File: src/rtl/ksa_pkg.sv
// rtl/ksa_pkg.sv - shared constants, sum type and round-robin pick helper
package ksa_pkg;

  localparam int KSA_WIDTH = 21;

  typedef logic [KSA_WIDTH:0] sum_t;

  // First set bit of valid searching ptr, ptr+1, ... modulo n (n <= 8).
  // Iterates from the farthest offset down so the nearest hit is written last.
  function automatic logic [2:0] rr_pick(input logic [7:0] valid, input logic [2:0] ptr,
                                         input int n);
    logic [2:0] pick;
    int idx;
    pick = ptr;
    idx  = 0;
    for (int k = 7; k >= 0; k--) begin
      if (k < n) begin
        idx = int'(ptr) + k;
        if (idx >= n) idx = idx - n;
        if (valid[idx[2:0]]) pick = idx[2:0];
      end
    end
    return pick;
  endfunction

endpackage

File: src/rtl/ksa_core.sv
// rtl/ksa_core.sv - combinational Kogge-Stone adder with carry-in and carry-out
import ksa_pkg::*;

module ksa_core #(
  parameter int WIDTH = KSA_WIDTH
) (
  input  logic [WIDTH-1:0] x,
  input  logic [WIDTH-1:0] y,
  input  logic             cin,
  output logic [WIDTH:0]   s
);

  // Position 0 of the prefix tree is the carry-in, so the tree spans WIDTH+1 slots.
  localparam int LEVELS = $clog2(WIDTH + 1);

  // Carry operator cell: combine a high (g,p) span with the adjacent low span.
  function automatic logic [1:0] carry_op(input logic gh, input logic ph,
                                          input logic gl, input logic pl);
    return {gh | (ph & gl), ph & pl};
  endfunction

  logic [WIDTH:0] gc, pc, gn, pn;

  // GP generation, log-depth prefix tree, then sum XOR; gc[j] ends as carry into bit j.
  always_comb begin
    gc = {x & y, cin};
    pc = {x ^ y, 1'b0};
    gn = gc;
    pn = pc;
    for (int lv = 0; lv < LEVELS; lv++) begin
      gn = gc;
      pn = pc;
      for (int j = 0; j <= WIDTH; j++) begin
        if (j >= (1 << lv)) begin
          {gn[j], pn[j]} = carry_op(gc[j], pc[j], gc[j-(1<<lv)], pc[j-(1<<lv)]);
        end
      end
      gc = gn;
      pc = pn;
    end
    s = {gc[WIDTH], (x ^ y) ^ gc[WIDTH-1:0]};
  end

endmodule

File: src/rtl/ksa_share_arbiter.sv
// rtl/ksa_share_arbiter.sv - round-robin sharing of one Kogge-Stone adder among N requesters
import ksa_pkg::*;

module ksa_share_arbiter #(
  parameter int N_REQ = 4,
  parameter int WIDTH = KSA_WIDTH,
  parameter int ID_W  = $clog2(N_REQ)
) (
  input  logic                   clk,
  input  logic                   rst,
  input  logic [N_REQ-1:0]       req_valid,
  output logic [N_REQ-1:0]       req_ready,
  input  logic [N_REQ*WIDTH-1:0] req_x,
  input  logic [N_REQ*WIDTH-1:0] req_y,
  input  logic [N_REQ-1:0]       req_cin,
  output logic                   rsp_valid,
  input  logic                   rsp_ready,
  output logic [WIDTH:0]         rsp_sum,
  output logic [ID_W-1:0]        rsp_id,
  output logic [15:0]            busy_cnt
);

  logic [ID_W-1:0]  rr_ptr;
  logic [ID_W-1:0]  winner;
  logic [7:0]       vpad;
  logic [2:0]       ppad;
  logic [2:0]       pick;
  logic             can_accept;
  logic             any_valid;
  logic             stalled;
  logic [WIDTH-1:0] mux_x, mux_y;
  logic             mux_cin;
  logic [WIDTH:0]   core_s;

  assign can_accept = !rsp_valid | rsp_ready;
  assign any_valid  = |req_valid;
  assign stalled    = |(req_valid & ~req_ready);

  // Winner selection and one-hot grant; depends only on req_valid, pointer and output state.
  always_comb begin
    vpad = '0;
    vpad[N_REQ-1:0] = req_valid;
    ppad = '0;
    ppad[ID_W-1:0] = rr_ptr;
    pick = rr_pick(vpad, ppad, N_REQ);
    winner = pick[ID_W-1:0];
    req_ready = '0;
    if (!rst && can_accept && any_valid) req_ready[winner] = 1'b1;
  end

  // Steer the winner's operands onto the shared adder.
  always_comb begin
    mux_x   = '0;
    mux_y   = '0;
    mux_cin = 1'b0;
    for (int i = 0; i < N_REQ; i++) begin
      if (winner == ID_W'(i)) begin
        mux_x   = req_x[i*WIDTH +: WIDTH];
        mux_y   = req_y[i*WIDTH +: WIDTH];
        mux_cin = req_cin[i];
      end
    end
  end

  ksa_core #(.WIDTH(WIDTH)) u_core (
    .x   (mux_x),
    .y   (mux_y),
    .cin (mux_cin),
    .s   (core_s)
  );

  // Output register and round-robin pointer; retire and reload happen on the same edge.
  always_ff @(posedge clk) begin
    if (rst) begin
      rsp_valid <= 1'b0;
      rsp_sum   <= '0;
      rsp_id    <= '0;
      rr_ptr    <= '0;
    end else if (can_accept) begin
      rsp_valid <= any_valid;
      if (any_valid) begin
        rsp_sum <= core_s;
        rsp_id  <= winner;
        if (winner == ID_W'(N_REQ - 1)) rr_ptr <= '0;
        else                            rr_ptr <= winner + 1'b1;
      end
    end
  end

  // Saturating count of cycles in which at least one request waits.
  always_ff @(posedge clk) begin
    if (rst)                                busy_cnt <= '0;
    else if (stalled && busy_cnt != 16'hFFFF) busy_cnt <= busy_cnt + 16'd1;
  end

endmodule

File: config.mk
export PLATFORM = sky130hd
export DESIGN_NAME = ksa_share_arbiter
export DESIGN_NICKNAME = d
export VERILOG_FILES = /design/src/rtl/ksa_pkg.sv /design/src/rtl/ksa_core.sv /design/src/rtl/ksa_share_arbiter.sv
export SDC_FILE = /design/constraint.sdc
export NUM_CORES = 1
export LEC_CHECK = 0
export ABC_AREA = 1
export CORE_UTILIZATION = 34
export DETAILED_ROUTE_END_ITERATION = 16
export PLACE_DENSITY = 0.8
export SYNTH_ARGS = -nofsm -noshare
export SYNTH_HDL_FRONTEND = slang
export SYNTH_SLANG_ARGS = --single-unit
File: constraint.sdc
create_clock -name clk -period 9.7 [get_ports clk]
set_input_delay 1.94 -clock clk [delete_from_list [all_inputs] [get_ports clk]]
set_output_delay 1.94 -clock clk [all_outputs]
set_load 0.02 [all_outputs]
# ---- Word-level counts from Yosys, hierarchy flattened
# Cells that the tools add are included.
dict set report totals {
  register_bits 43
  input_bits 179
  out_inout_bits 45
  wordCells 292
}
dict set report classes {
  addsub 9
  n_lt_le_gt_ge 10
  eq_ne 4
  n_mux 32
  n_bitwise 222
  n_reduce_logical 10
}
# op count
set op_table {}
lappend op_table {{$mux W21} 8}
lappend op_table {{$and A1 B1 Y1} 137}
lappend op_table {{$or A1 B1 Y1} 80}
lappend op_table {{$xor A21 B21 Y21} 2}
lappend op_table {{$and A21 B21 Y21} 1}
lappend op_table {{$add A16 B1 Y16 const B} 1}
lappend op_table {{$lt A3 B4 Y1 const B} 4}
lappend op_table {{$ne A16 B16 Y1 const B} 1}
lappend op_table {{$bmux W1 S3} 4}
lappend op_table {{$mux W3} 4}
lappend op_table {{$mux W2} 5}
lappend op_table {{$ge A3 B3 Y1 const B} 3}
lappend op_table {{$mux W1} 9}
lappend op_table {{$sub A3 B3 Y3 const B} 3}
lappend op_table {{$reduce_or A4 Y1} 2}
lappend op_table {{$add A2 B2 Y3 const B} 2}
lappend op_table {{$and A4 B4 Y4} 1}
lappend op_table {{$eq A2 B2 Y1 const B} 2}
lappend op_table {{$logic_and A1 B1 Y1} 4}
lappend op_table {{$mux W4} 1}
lappend op_table {{$not A4 Y4} 1}
lappend op_table {{$add A2 B1 Y3 const B} 1}
lappend op_table {{$ge A2 B3 Y1 const B} 1}
lappend op_table {{$lt A2 B3 Y1 const B} 1}
lappend op_table {{other kinds (8)} 9}

# ---- Logic depth before layout (Yosys ltp)
dict set report logic_depth {
  word_depth 25
  ltp_mapped 33
  depth_no_buf 31
}

# ---- Modules after synthesis
# A second synthesis with hierarchy kept.
dict set report hier_totals {
  hier_cells 964
  hier_area_um2 5337.6
}
# mod instances cells_per_inst area_each_um2 seq_area_each_um2
set by_module_without_submodules {}
lappend by_module_without_submodules {ksa_share_arbiter 1 658 3812.4 860.8}
lappend by_module_without_submodules {ksa_core 1 306 1525.2 0.0}

# ---- Worst setup path before layout
# Ideal clock, no wire load.
dict set report synth_path {
  path_type {input to register}
  startpoint {in req_valid[3]}
  endpoint {reg rsp_sum[19]}
  setup_ps 116
  arrival_time_ps 5034
  required_time_ps 9584
  path_slack_ps 4550
  path_stages 27
  path_buffers 3
  cell_sequence {inv_1 > o21ai_0 > nand2_1 > nand2_1 > nand3_1 > nand2_1 > nand4_1 > nand2_1 > inv_1 > ha_1 > buf_2 > inv_2 > buf_2 > clkbuf_1 > nand2_1 > o21ai_0 > a21oi_1 > ha_1 > a21o_1 > a21boi_0 > nand2_1 > nand2_1 > nand3_1 > nand2_1 > nand3_1 > o211ai_1 > inv_1}
}
dict set report synth_between {
  elab_chain_cells 22
  word_cells_on_any_way 87
  classes_between {eq/ne: 3; mux: 24; bitwise: 57; reduce/logical: 3}
}
# element line_no
set synth_lines {}
lappend synth_lines {{start: declaration} ksa_share_arbiter.sv:11} ;# input logic [N_REQ-1:0] req_valid,
lappend synth_lines {{$bmux W1 S3} ksa_pkg.sv:20} ;# if (valid[idx[2:0]]) pick = idx[2:0];
lappend synth_lines {{$mux W1 (implied by the code)} ksa_pkg.sv:20}
lappend synth_lines {{$mux W2 (3 in a row)} ksa_pkg.sv:20}
lappend synth_lines {{$mux W2 *} ksa_pkg.sv:20}
lappend synth_lines {{net pick[0]} ksa_share_arbiter.sv:27} ;# logic [2:0] pick;
lappend synth_lines {{$logic_not A2 Y1} ksa_share_arbiter.sv:57} ;# if (winner == ID_W'(i)) begin
lappend synth_lines {{$mux W21 (4 in a row)} ksa_share_arbiter.sv:57}
lappend synth_lines {{$xor A21 B21 Y21 or $and A21 B21 Y21 (tied branches)} {ksa_core.sv:27, ksa_core.sv:41, ksa_core.sv:26}}
lappend synth_lines {{$and A1 B1 Y1} ksa_core.sv:19} ;# return {gh | (ph & gl), ph & pl};
lappend synth_lines {{$or A1 B1 Y1} ksa_core.sv:19}
lappend synth_lines {{$and A1 B1 Y1} ksa_core.sv:19}
lappend synth_lines {{$or A1 B1 Y1} ksa_core.sv:19}
lappend synth_lines {{$and A1 B1 Y1} ksa_core.sv:19}
lappend synth_lines {{$or A1 B1 Y1} ksa_core.sv:19}
lappend synth_lines {{$and A1 B1 Y1} ksa_core.sv:19}
lappend synth_lines {{$or A1 B1 Y1 (2 in a row)} ksa_core.sv:19}
lappend synth_lines {{$xor A21 B21 Y21 *} ksa_core.sv:41} ;# s = {gc[WIDTH], (x ^ y) ^ gc[WIDTH-1:0]};
lappend synth_lines {{end signal: assignment} ksa_share_arbiter.sv:82} ;# rsp_sum <= core_s;
lappend synth_lines {{end: declaration} ksa_share_arbiter.sv:18} ;# output logic [WIDTH:0] rsp_sum,
# The timed path passes the listed nets; every way through them passes the cells marked *. The select of a mux whose other input is x is not followed.
# A chain may end at the register's enable or synchronous reset.

# ---- Worst setup path after layout
dict set report layout_path {
  startpoint {in req_valid[3]}
  endpoint {out req_ready[2]}
}
dict set report layout_between {
  elab_chain_cells 11
  word_cells_on_any_way 20
  classes_between {order compare: 2; mux: 15; reduce/logical: 3}
}
# element line_no
set layout_lines {}
lappend layout_lines {{$bmux W1 S3} ksa_pkg.sv:20}
lappend layout_lines {{$mux W1 (implied by the code)} ksa_pkg.sv:20}
lappend layout_lines {{$mux W2 (3 in a row)} ksa_pkg.sv:20}
lappend layout_lines {{$mux W2 *} ksa_pkg.sv:20}
lappend layout_lines {{net pick[0]} ksa_share_arbiter.sv:27}
lappend layout_lines {{$lt A2 B3 Y1 (implied by the code) or $ge A2 B1 Y1 (tied branches)} ksa_share_arbiter.sv:48} ;# if (!rst && can_accept && any_valid) req_ready[winner] = 1'b1;
lappend layout_lines {{$logic_and A1 B1 Y1 (implied by the code)} ksa_share_arbiter.sv:48}
lappend layout_lines {{$mux W1 (implied by the code)} ksa_share_arbiter.sv:48}
lappend layout_lines {{$demux W1 S2 *} ksa_share_arbiter.sv:48}
lappend layout_lines {{$mux W4 *} ksa_share_arbiter.sv:48}
lappend layout_lines {{end: declaration} ksa_share_arbiter.sv:12} ;# output logic [N_REQ-1:0] req_ready,
# Marked as above.

==> results.toml <==
[detailed_routing]
wl_met1_um = 7480
vias = 6017
met3_length_um = 823
route.detailed.drc = 0
wl_per_cell_um = 14.7
wirelength_um = 17100
antenna_left = 0
top_layer_used = "met4"
vias_per_cell = 5.17
first_pass_iters = 5
drt_iter0_drc = 405
wl_met2_um = 8390

[timing]
fmax_ghz = 0.148
worst_slew_pin_slew_ps = 1030
slew_headroom = 0.308
tns_ps = 0
fin_crit_sh = 0.697
whs_ps = 489
period_minus_slack_ps = 6760
rsz0062_at_grt = "false"
setup_viol = 0
finalMaxSlewViolations = 0
layout_setup_ws_ps = 2940
finClkSkew_ps = 5.69
final_hold_viol_count = 0

[layout]
final_layout_size_suffix_gt1_frac = 0.0283
num-nets-final = 1194
layout.cells.non_filler = 1164
syn2layout_area_growth_pct = 52.0
diodes = 0

[clocking]
cts.clk_slew.worst_paths_ps = 60
cts-root-buf = "clkbuf_16"
tritoncts = "built"
htreeDepth = 2
insertion_delay_ps = 280
post-cts-setup-buffers = 0
numCtsBuffers = 5
max-clock-path-buffers = 2
ctsHoldBuffers = 0
cts_resized = 0
cts.sinks = 43

[min_path]
hold_end = "rsp_sum[1]"
hold_depth = 2
worstHoldStart = "rsp_sum[1]"
holdCritPathClass = "flop to flop"

[worst_setup_path]
end_kind = "output port"
rr_startpoint = "rr_ptr[0]"
timing.rr.end = "rsp_sum[11]"
ff2ff_setup_slack_ps = 4480
crit_type = "primary input to output port"
cp_max_fo = 18
cp.required_ps = 7760
cp.arrival_ps = 4820
reg2regPathDepth = 29
worst_setup_path_start_kind = "primary input"

[synth]
synth_compound_gate_area_share = 0.260
synthMuxAreaShare = 0
ys_seq_area_frac = 0.183
synth_nets = 1000
synth_fa_ha_area_frac = 0.0760
synthXorXnorAreaFrac = 0.0409
synth_cells = 793
synthSimpleGateAreaFrac = 0.338
yosys_warnings = 0
synth_top_family_by_area = "simple AND/OR/NAND/NOR gates"
postSynthAreaPerCell_um2 = 5.94
yosys.cell_types.count = 39
synth-seq-cells = 43
syn_area_um2 = 4710

[die]
ioPinCount = 224
rows = 42
core_region_area_um2 = 13400
start_util = 0.351
die_h_um = 120
die_x_um = 120
die_area_um2 = 14300

[grt]
grt_overflow = 0
grt_max_degree = 71
grt_antenna_before_repair = 0
groute.usage.overall = 0.240
grt_pass1_vias = 5871
grt_pass1_wl_um = 28100

[place]
dpl.hpwl_um = 14000
dp_slack_ps = 2780
numPortBuffers = 223
globalplace.congestion = 0.959
place_inst = 1156

[flow_run]
maxCapViolations = 0

[outcome]
outcome = "completed"
synthesized netlist by cell type:
library cell,count,share of area
a21boi_0,1,0.0016
a21o_1,8,0.013
a21oi_1,71,0.075
a221oi_1,15,0.028
a22oi_1,29,0.046
a31oi_1,3,0.0040
buf_1,2,0.0016
buf_2,11,0.012
buf_4,1,0.0016
buf_6,1,0.0024
clkbuf_1,25,0.020
clkinv_1,1,0.00080
dfxtp_1,43,0.18
fa_1,1,0.0043
ha_1,27,0.072
inv_1,76,0.061
inv_2,5,0.0040
nand2_1,181,0.14
nand2_2,2,0.0027
nand2_4,1,0.0024
nand3_1,52,0.055
nand3b_1,2,0.0032
nand4_1,13,0.017
nand4_4,1,0.0045
nor2_1,108,0.086
nor2_2,1,0.0013
nor2_4,1,0.0024
nor3_1,10,0.011
nor3_2,1,0.0021
nor4_4,1,0.0045
o211ai_1,2,0.0032
o21ai_0,55,0.058
o21ai_1,1,0.0011
o21ai_2,2,0.0037
o21bai_1,1,0.0016
o31ai_1,15,0.024
or2_2,1,0.0013
xnor2_1,7,0.013
xor2_1,15,0.028
metal layers:
| metal | vias up | global-route usage |
|---|---|---|
| li1 | 3067 | - |
| met1 | 2733 | 0.295 |
| met2 | 181 | 0.430 |
| met3 | 36 | 0.0380 |
| met4 | 0 | 0.0656 |
| met5 | - | 0 |
worst max-delay path, cell delays in order:
cell	delay [ps]
clkdlybuf4s50_1	500
inv_1	60
o21ai_0	200
nand2_1	100
nand2_1	80
nand3_1	60
nand2_1	70
nand3_1	70
nand2_1	60
nand2_1	80
inv_1	100
ha_1	640
nand2_1	170
inv_1	80
clkdlybuf4s50_1	590
logic make-up after synthesis:
kind of cell               count (synthesis)
and+or+nand+nor                          375
xor gates and xnor gates                  22
adders and majority gates                 28
buffers and inverters                    122
DFF                                       43
AOI/OAI and AO/OA                        203
cell type report:
class / instances / area (um2)
Clock buffer: 6 / 129
Fill cell: 1368 / 6240
Timing Repair Buffer: 227 / 2260
Tap cell: 176 / 220
Multi-Input combinational cell: 628 / 3370
Inverter: 82 / 308
Clock inverter: 2 / 12.5
Sequential cell: 43 / 861
sequential cells by signal, summed over array words and instances (netlist names):
signal     flops
rr_ptr         2
rsp_valid      1
busy_cnt      16
rsp_sum       22
rsp_id         2
stage by stage:
stage	util	cell area, um2
2_1_floorplan	-	4710
3_3_place_gp	0.524	7020
3_5_place_dp	0.524	7020
4_1_cts	0.534	7160
5_1_grt	0.534	7160
6_report	0.534	7160
how the worst max path moves through the flow:
stage | startpoint | end | slack (ps) | cells after the start
2_1_floorplan | req_valid[3] | rsp_sum[19] | 4550 | 27
3_3_place_gp | req_valid[0] | rsp_sum[15] | 2870 | 28
3_5_place_dp | req_valid[0] | rsp_sum[11] | 2780 | 28
4_1_cts | req_valid[3] | req_ready[2] | 2950 | 15
5_1_grt | req_valid[3] | rsp_sum[11] | 2320 | 28
6_report | req_valid[3] | req_ready[2] | 2940 | 15
cell usage in the layout, fill, tap and decap left out, drive strengths merged:
cell type | Yosys | final
xor2 | 15 | 15
o211ai | 2 | 2
a31oi | 3 | 3
o21ai | 58 | 58
o31ai | 15 | 15
nand2 | 184 | 184
nand4 | 14 | 14
nand3b | 2 | 2
ha | 27 | 27
o21bai | 1 | 1
a21oi | 71 | 71
a22oi | 29 | 29
a21o | 8 | 8
xnor2 | 7 | 7
clkinvlp | 0 | 1
nor2 | 110 | 110
clkbuf | 25 | 6
a21boi | 1 | 1
dfxtp | 43 | 43
clkdlybuf4s50 | 0 | 223
nor3 | 11 | 11
a221oi | 15 | 15
fa | 1 | 1
clkinv | 1 | 2
nand3 | 52 | 52
inv | 81 | 81
nor4 | 1 | 1
buf | 15 | 4
or2 | 1 | 1
Power is left out: the tool's default activity adds up to more than one toggle a clock period on the data nets, which glitch-free logic cannot reach.
